<file path="src/rtl/mont_mul_seq_ctrl.sv">
// mont_mul_seq_ctrl: sequencer for one digit-serial Montgomery multiplication.
// Launches the mxn/bxn table precompute, waits for its done strobe under a
// watchdog, walks the radix-2^PBITS digit loop MSB-first, issues the final
// conditional subtraction and pulses done.
// Optional feature macro: MXN_TABLE_REUSE_EN (skip precompute when tables are
// still valid and the host asks for reuse). The port list is the same either way.
module mont_mul_seq_ctrl #(
  parameter int NBITS = 4096,
  parameter int PBITS = 1,
  parameter int WDOG  = (1 << PBITS) + 4,
  localparam int ITERS = NBITS / PBITS,
  localparam int DW    = (ITERS > 1) ? $clog2(ITERS) : 1
) (
  input  logic          clk,
  input  logic          rst_n,
  input  logic          start,
  input  logic          abort,
  input  logic          reuse_tables,
  input  logic          mxn_done,
  output logic          mxn_en_p,
  output logic          acc_clr,
  output logic          step_en,
  output logic [DW-1:0] digit_idx,
  output logic          fin_sub_en,
  output logic          busy,
  output logic          done,
  output logic          err
);

  localparam int WW = $clog2(WDOG + 1);

  if (NBITS % PBITS != 0) begin : g_bad_cfg
    $error("NBITS must be a multiple of PBITS");
  end

  typedef enum logic [2:0] {
    IDLE    = 3'd0,
    PRECOMP = 3'd1,
    LOOP    = 3'd2,
    FINSUB  = 3'd3,
    DONE    = 3'd4
  } state_t;

  state_t        state;
  logic [WW-1:0] wd_cnt;
  logic          tables_valid;

`ifdef MXN_TABLE_REUSE_EN
  logic reuse_hit;
  assign reuse_hit = reuse_tables & tables_valid;
`else
  // Reuse is compiled out: the port and the validity flag stay for a uniform
  // interface but nothing decides on them.
  logic unused_reuse;
  assign unused_reuse = reuse_tables & tables_valid;
`endif

  // Sequencer FSM; every output is a register updated here.
  always_ff @(posedge clk) begin
    if (!rst_n) begin
      state        <= IDLE;
      wd_cnt       <= '0;
      tables_valid <= 1'b0;
      mxn_en_p     <= 1'b0;
      acc_clr      <= 1'b0;
      step_en      <= 1'b0;
      digit_idx    <= '0;
      fin_sub_en   <= 1'b0;
      busy         <= 1'b0;
      done         <= 1'b0;
      err          <= 1'b0;
    end else begin
      // single-cycle strobes default low
      mxn_en_p   <= 1'b0;
      acc_clr    <= 1'b0;
      fin_sub_en <= 1'b0;
      done       <= 1'b0;
      if (state != IDLE && abort) begin
        // cancel: drop everything, keep err and digit_idx as they are
        state        <= IDLE;
        busy         <= 1'b0;
        step_en      <= 1'b0;
        tables_valid <= 1'b0;
      end else begin
        case (state)
          IDLE: begin
            if (start && !abort) begin
              err     <= 1'b0;
              busy    <= 1'b1;
              acc_clr <= 1'b1;
              wd_cnt  <= '0;
`ifdef MXN_TABLE_REUSE_EN
              if (reuse_hit) begin
                state     <= LOOP;
                step_en   <= 1'b1;
                digit_idx <= DW'(ITERS - 1);
              end else begin
                state    <= PRECOMP;
                mxn_en_p <= 1'b1;
              end
`else
              state    <= PRECOMP;
              mxn_en_p <= 1'b1;
`endif
            end
          end
          PRECOMP: begin
            // mxn_done seen in the launch cycle belongs to nothing we asked for
            if (mxn_en_p) begin
              wd_cnt <= '0;
            end else if (mxn_done) begin
              tables_valid <= 1'b1;
              state        <= LOOP;
              step_en      <= 1'b1;
              digit_idx    <= DW'(ITERS - 1);
            end else if (wd_cnt >= WW'(WDOG - 1)) begin
              wd_cnt       <= WW'(WDOG);
              err          <= 1'b1;
              busy         <= 1'b0;
              tables_valid <= 1'b0;
              state        <= IDLE;
            end else begin
              wd_cnt <= wd_cnt + WW'(1);
            end
          end
          LOOP: begin
            if (digit_idx == '0) begin
              step_en    <= 1'b0;
              fin_sub_en <= 1'b1;
              state      <= FINSUB;
            end else begin
              digit_idx <= digit_idx - DW'(1);
            end
          end
          FINSUB: begin
            done  <= 1'b1;
            busy  <= 1'b0;
            state <= DONE;
          end
          DONE: begin
            state <= IDLE;
          end
          default: begin
            state   <= IDLE;
            busy    <= 1'b0;
            step_en <= 1'b0;
          end
        endcase
      end
    end
  end

endmodule

</file>
<file path="config.mk">
export PLATFORM = sky130hd
export DESIGN_NAME = mont_mul_seq_ctrl
export DESIGN_NICKNAME = d
export VERILOG_FILES = /design/src/rtl/mont_mul_seq_ctrl.sv
export SDC_FILE = /design/constraint.sdc
export NUM_CORES = 1
export LEC_CHECK = 0
export ABC_AREA = 1
export CORE_MARGIN = 2
export CORE_UTILIZATION = 36
export DETAILED_ROUTE_END_ITERATION = 10
export PLACE_DENSITY = 0.68
export SLEW_MARGIN = 20
export SYNTH_ARGS = -nofsm -noshare
export SYNTH_HDL_FRONTEND = slang
export SYNTH_SLANG_ARGS = --single-unit
</file>
<file path="constraint.sdc">
create_clock -name clk -period 2.8 [get_ports clk]
set_clock_uncertainty 0.05 [all_clocks]
set_input_delay 0.56 -clock clk [delete_from_list [all_inputs] [get_ports clk]]
set_output_delay 0.56 -clock clk [all_outputs]
set_load 0.05 [all_outputs]
</file>
Yosys cells after proc, flatten, opt, wreduce, memory -nomap -nowiden:

Cells that the tools add are included.

* bitwise operators: 6
* reductions and logical operators: 19
* magnitude comparators: 1
* equality and inequality tests: 13
* multiplexer cells: 32
* add/sub/neg operators: 2

Operator list (count)
* $mux 12: 3
* $mux 3: 9
* $pmux 12 s2: 1
* $mux 1: 14
* $ne 2x2->1 const B: 7
* $logic_not 12->1: 1
* $pmux 3 s4: 1
* $reduce_and 4->1: 3
* $sub 12x1->12 const B: 1
* $reduce_and 5->1: 2
* $reduce_or 3->1: 3
* $eq 3x2->1 const B: 2
* $ne 3x3->1 const B: 2
* $not 1->1: 6
* $pmux 1 s3: 2
* $pmux 3 s2: 1
* $reduce_and 6->1: 1
* $reduce_bool 2->1: 2
* $reduce_or 2->1: 2
* $add 3x1->3 const B: 1
* $eq 3x1->1 const B: 1
* $eq 3x3->1 const B: 1
* $ge 3x3->1 const B: 1
* $logic_not 3->1: 1
* 4 further kinds: 5

* input bits: 6
* logic and storage cells: 82
* bits in registers: 24

Depth between registers and ports, before layout:

* depth after elaboration: 5
* mapped depth: 10
* depth with buffers taken out: 10

Worst setup path before layout:

No wires, ideal clock.

* kind: reg2reg
* from: reg digit_idx[0]
* to: reg digit_idx[8]
* setup time: 0.067 ns
* arrival: 1.762 ns
* stages on the path, launching flop included: 10
* period minus slack after synthesis: 1.880 ns
* data required time: 2.683 ns
* path slack: 0.920 ns
* buffers on the path: 0
* cell sequence: dfxtp_1 > inv_1 > ha_1 > nand2_1 > nor2_1 > nand3_1 > nor2_1 > nor2_2 > nand2_1 > a21oi_2

* cells in the longest elaborated chain, start to end: 3

Ends and longest elaborated chain
* start, declared: line 23 `output logic [DW-1:0] digit_idx,`
* start signal, assigned: line 115 `digit_idx <= DW'(ITERS - 1);`
* start signal, assigned: line 132 `digit_idx <= digit_idx - DW'(1);`
* $sub 12x1->12 / $logic_not 12->1 (equally long branches): line 132, 127
* $mux 12 / $ne 2x2->1 (equally long branches)
* $pmux 12 s2 / $reduce_and 5->1 (equally long branches)

Several ways; a longest one is shown, not always the timed one. The select of a mux whose other input is x is not followed.
A chain may end at the register's enable or synchronous reset.

Final worst setup path:

* from: reg digit_idx[2]
* to: out digit_idx[2]

No word-level cell between the ends.

==> results.md <==
* Core Rows at 23
* Slew Limit Fails at 0
* Dpl hpwl at 2670 µm
* Routed Antenna Nets at 0
* Area leader, netlist: dfxtp_1
* Clock Path Buffers at 2
* Final setup fails at 0
* WL/cell at 11.3 µm
* RR Endpoint: digit_idx[8]$_SDFFE_PN0P_
* Startpoint types: register
* Post-synthesis sequential area ratio at 32.4%
* Starting Density at 37.3%
* CTS tree: done
* Hold crit path type: reg -> reg
* Most common cell in the netlist: nand2_1
* # H-tree levels at 1
* Status: finished clean
* Global-route total usage across every layer at 17.1%
* DRC Markers at 0
* Die ar. at 0.00465 mm²
* Transition time of the tightest slew-check pin at 0.547 ns
* Pre-antenna DRT Iters at 4
* Final Core Density at 45.4%
* Clock sink count at 24
* Hold path cells at 2
* Max_cap viols at 0
* Synth Register Bits at 24
* Min Tclk post-route at 2.17 ns
* Slowest library cell on the worst path: clkdlybuf4s50_1
* I/O Buffers at 23
* Top Family by Delay on Critical Path: buffers and inverters
* Post-synth EDFFs at 0
* Top cells by area, synth: dfxtp_1, nand2_1, nand3_1
* Dpl cells at 306
* Core ar. at 0.00397 mm²
* Setup TNS at 0 ns
* Hold-fix buffers, CTS at 0
* Syn Inst Count at 237
* Reg-to-reg startpoint: state[2]$_SDFFE_PP0P_
* Initial DRC count at 157
* Design area at 0.00180 mm²
* Worst EP arrival at 1.56 ns
* Routed WL at 3490 µm
* Ys flop type: dfxtp_1
* Final-layout fill cell count at 441
* Top-level I/O count at 25
* Largest net degree at the start of global routing at 15
* Ant diodes at 0
* Hold_sp: err$_SDFFE_PN0P_
* Synthesized area at 0.00148 mm²
* Final worst slack at 0.629 ns
* Dpl cell area at 0.00175 mm²
* Final net count at 271
* Mapped Nets at 247
* Power Dens Cells at 1230 mW/mm²
* Fraction of registers with async set/reset at 0%
* Vias in the first global route at 1366
* Setup slack, reg-to-reg at 0.99 ns
* Resized Gates After CTS at 0
* Unique masters post-synth at 25
* Worst vdd ir at 0.572 mV
* Max FO, Critical Path at 6
* Peak Freq at 461 MHz
* Crit. End Element: output pin
* Slew margin rel. at 63.2%
* Antenna violations before repair at 0
* Critical path data required time at 2.19 ns
* Multi-input logic area at 862 µm²
* Final period util at 77.5%
* Dpl ws at 0.620 ns
* Total congestion overflow at 0
* Syn_area_per_cell at 6.26 µm²
* Via-to-Cell Ratio at 4.85
* Finished Layout Cells at 310
* First-pass GRT wire length at 6130 µm
* CTS clk-pin slew, worst paths at 0.09 ns
* Register Area at 480 µm²
* Yosys warns at 0
* Worst path bufs/invs at 1
* Die Y at 68.2 µm
* Num CTS Buffers at 3
* Ordered list of cells on the worst path: clkdlybuf4s50_1
* Endpoints failing hold at 0
* Die W at 68.2 µm
* Leakage power total at 0.000794 µW
* R2R depth at 7
* RSZ-0062 raised after global routing: no
* Ranking of synthesized cells by instance count: nand2_1, nor2_1, nand3_1
* Area share of the largest cell type after synthesis at 32.4%
* Synthesis-to-layout area growth at 21.6%
* Hold path endpoint: err$_SDFFE_PN0P_
* Post-CTS setup buffers at 0
* Final GP Congestion at 0.924
* Via count at 1503
* Root Buffer: clkbuf_8
* Layout cell share with drive strength beyond 1 at 5.77%
* Critical path type: reg -> out
* Clk_lat worst skew at 0.26 ns
* Slowest stage delay, CP at 0.85 ns
[how the worst max path moves through the flow]
stage / startpoint / end / depth (start not counted)
after floorplan: digit_idx[0]$_SDFFE_PN0P_ / digit_idx[8]$_SDFFE_PN0P_ / 9
final: digit_idx[2]$_SDFFE_PN0P_ / digit_idx[2] / 1
after global routing: digit_idx[3]$_SDFFE_PN0P_ / digit_idx[3] / 1
after detailed placement: mxn_done / digit_idx[8]$_SDFFE_PN0P_ / 7
after global placement: mxn_done / digit_idx[8]$_SDFFE_PN0P_ / 7
after CTS: digit_idx[2]$_SDFFE_PN0P_ / digit_idx[2] / 1
[through the flow]
| stage | hold slack, ns | power (µW) |
|---|---|---|
| final | 0.418 | 2210 |
| after global placement | 0.401 | 1960 |
| after floorplan | 0.423 | 1640 |
| after global routing | 0.444 | 2440 |
| after CTS | 0.417 | 2220 |
| after detailed placement | 0.400 | 1980 |
[logic make-up (layout without fill, tap and decap cells)]
group	Yosys count	after routing	share of synthesized area (%)
and+or+nand+nor	146	146	44.1
DFF	24	24	32.4
adders and majority gates	4	4	3.38
buffers and inverters	34	57	9.45
xor gates and xnor gates	2	2	1.18
AOI/OAI and AO/OA	27	27	9.54
[layer usage]
metal | routed length [µm] | global-route usage [%] | up-vias
met3 | 149 | 1.64 | 4
met5 | 0 | 0 | -
met2 | 1470 | 26.1 | 33
li1 | - | - | 811
met1 | 1830 | 25.6 | 655
met4 | 34 | 4.25 | 0
[registers in the layout (all words and copies together), names as in the netlist]
name / count
done: 1
wd_cnt: 3
err: 1
step_en: 1
busy: 1
digit_idx: 12
state: 3
fin_sub_en: 1
acc_clr: 1
[cell usage in the layout (no fill, tap or decap), types with 2 or more instances in the layout]
master,instances
xnor2_1,2
nor2_1,31
nor2_4,2
nor2_2,2
dfxtp_1,24
o21ai_0,6
ha_1,4
nand3_1,29
nand2_2,3
nand4_1,6
clkbuf_8,4
a21oi_1,18
nand2_1,69
clkdlybuf4s50_1,23
a31oi_1,2
inv_1,28
[report_power, final]
part / leakage (µW) / internal [µW] / switching [µW]
registers: 0.000196 / 437 / 119
logic: 0.000569 / 461 / 956
clock network: 0.0000288 / 125 / 115
total: 0.000794 / 1020 / 1190
[cell type report]
cell class                      count  area share, %
Timing Repair Buffer               23           12.8
Clock buffer                        4           3.05
Multi-Input combinational cell    179           47.8
Inverter                           30           6.25
Sequential cell                    24           26.6
Tap cell                           50           3.47
No activity file was read; power rests on OpenSTA's default activity.
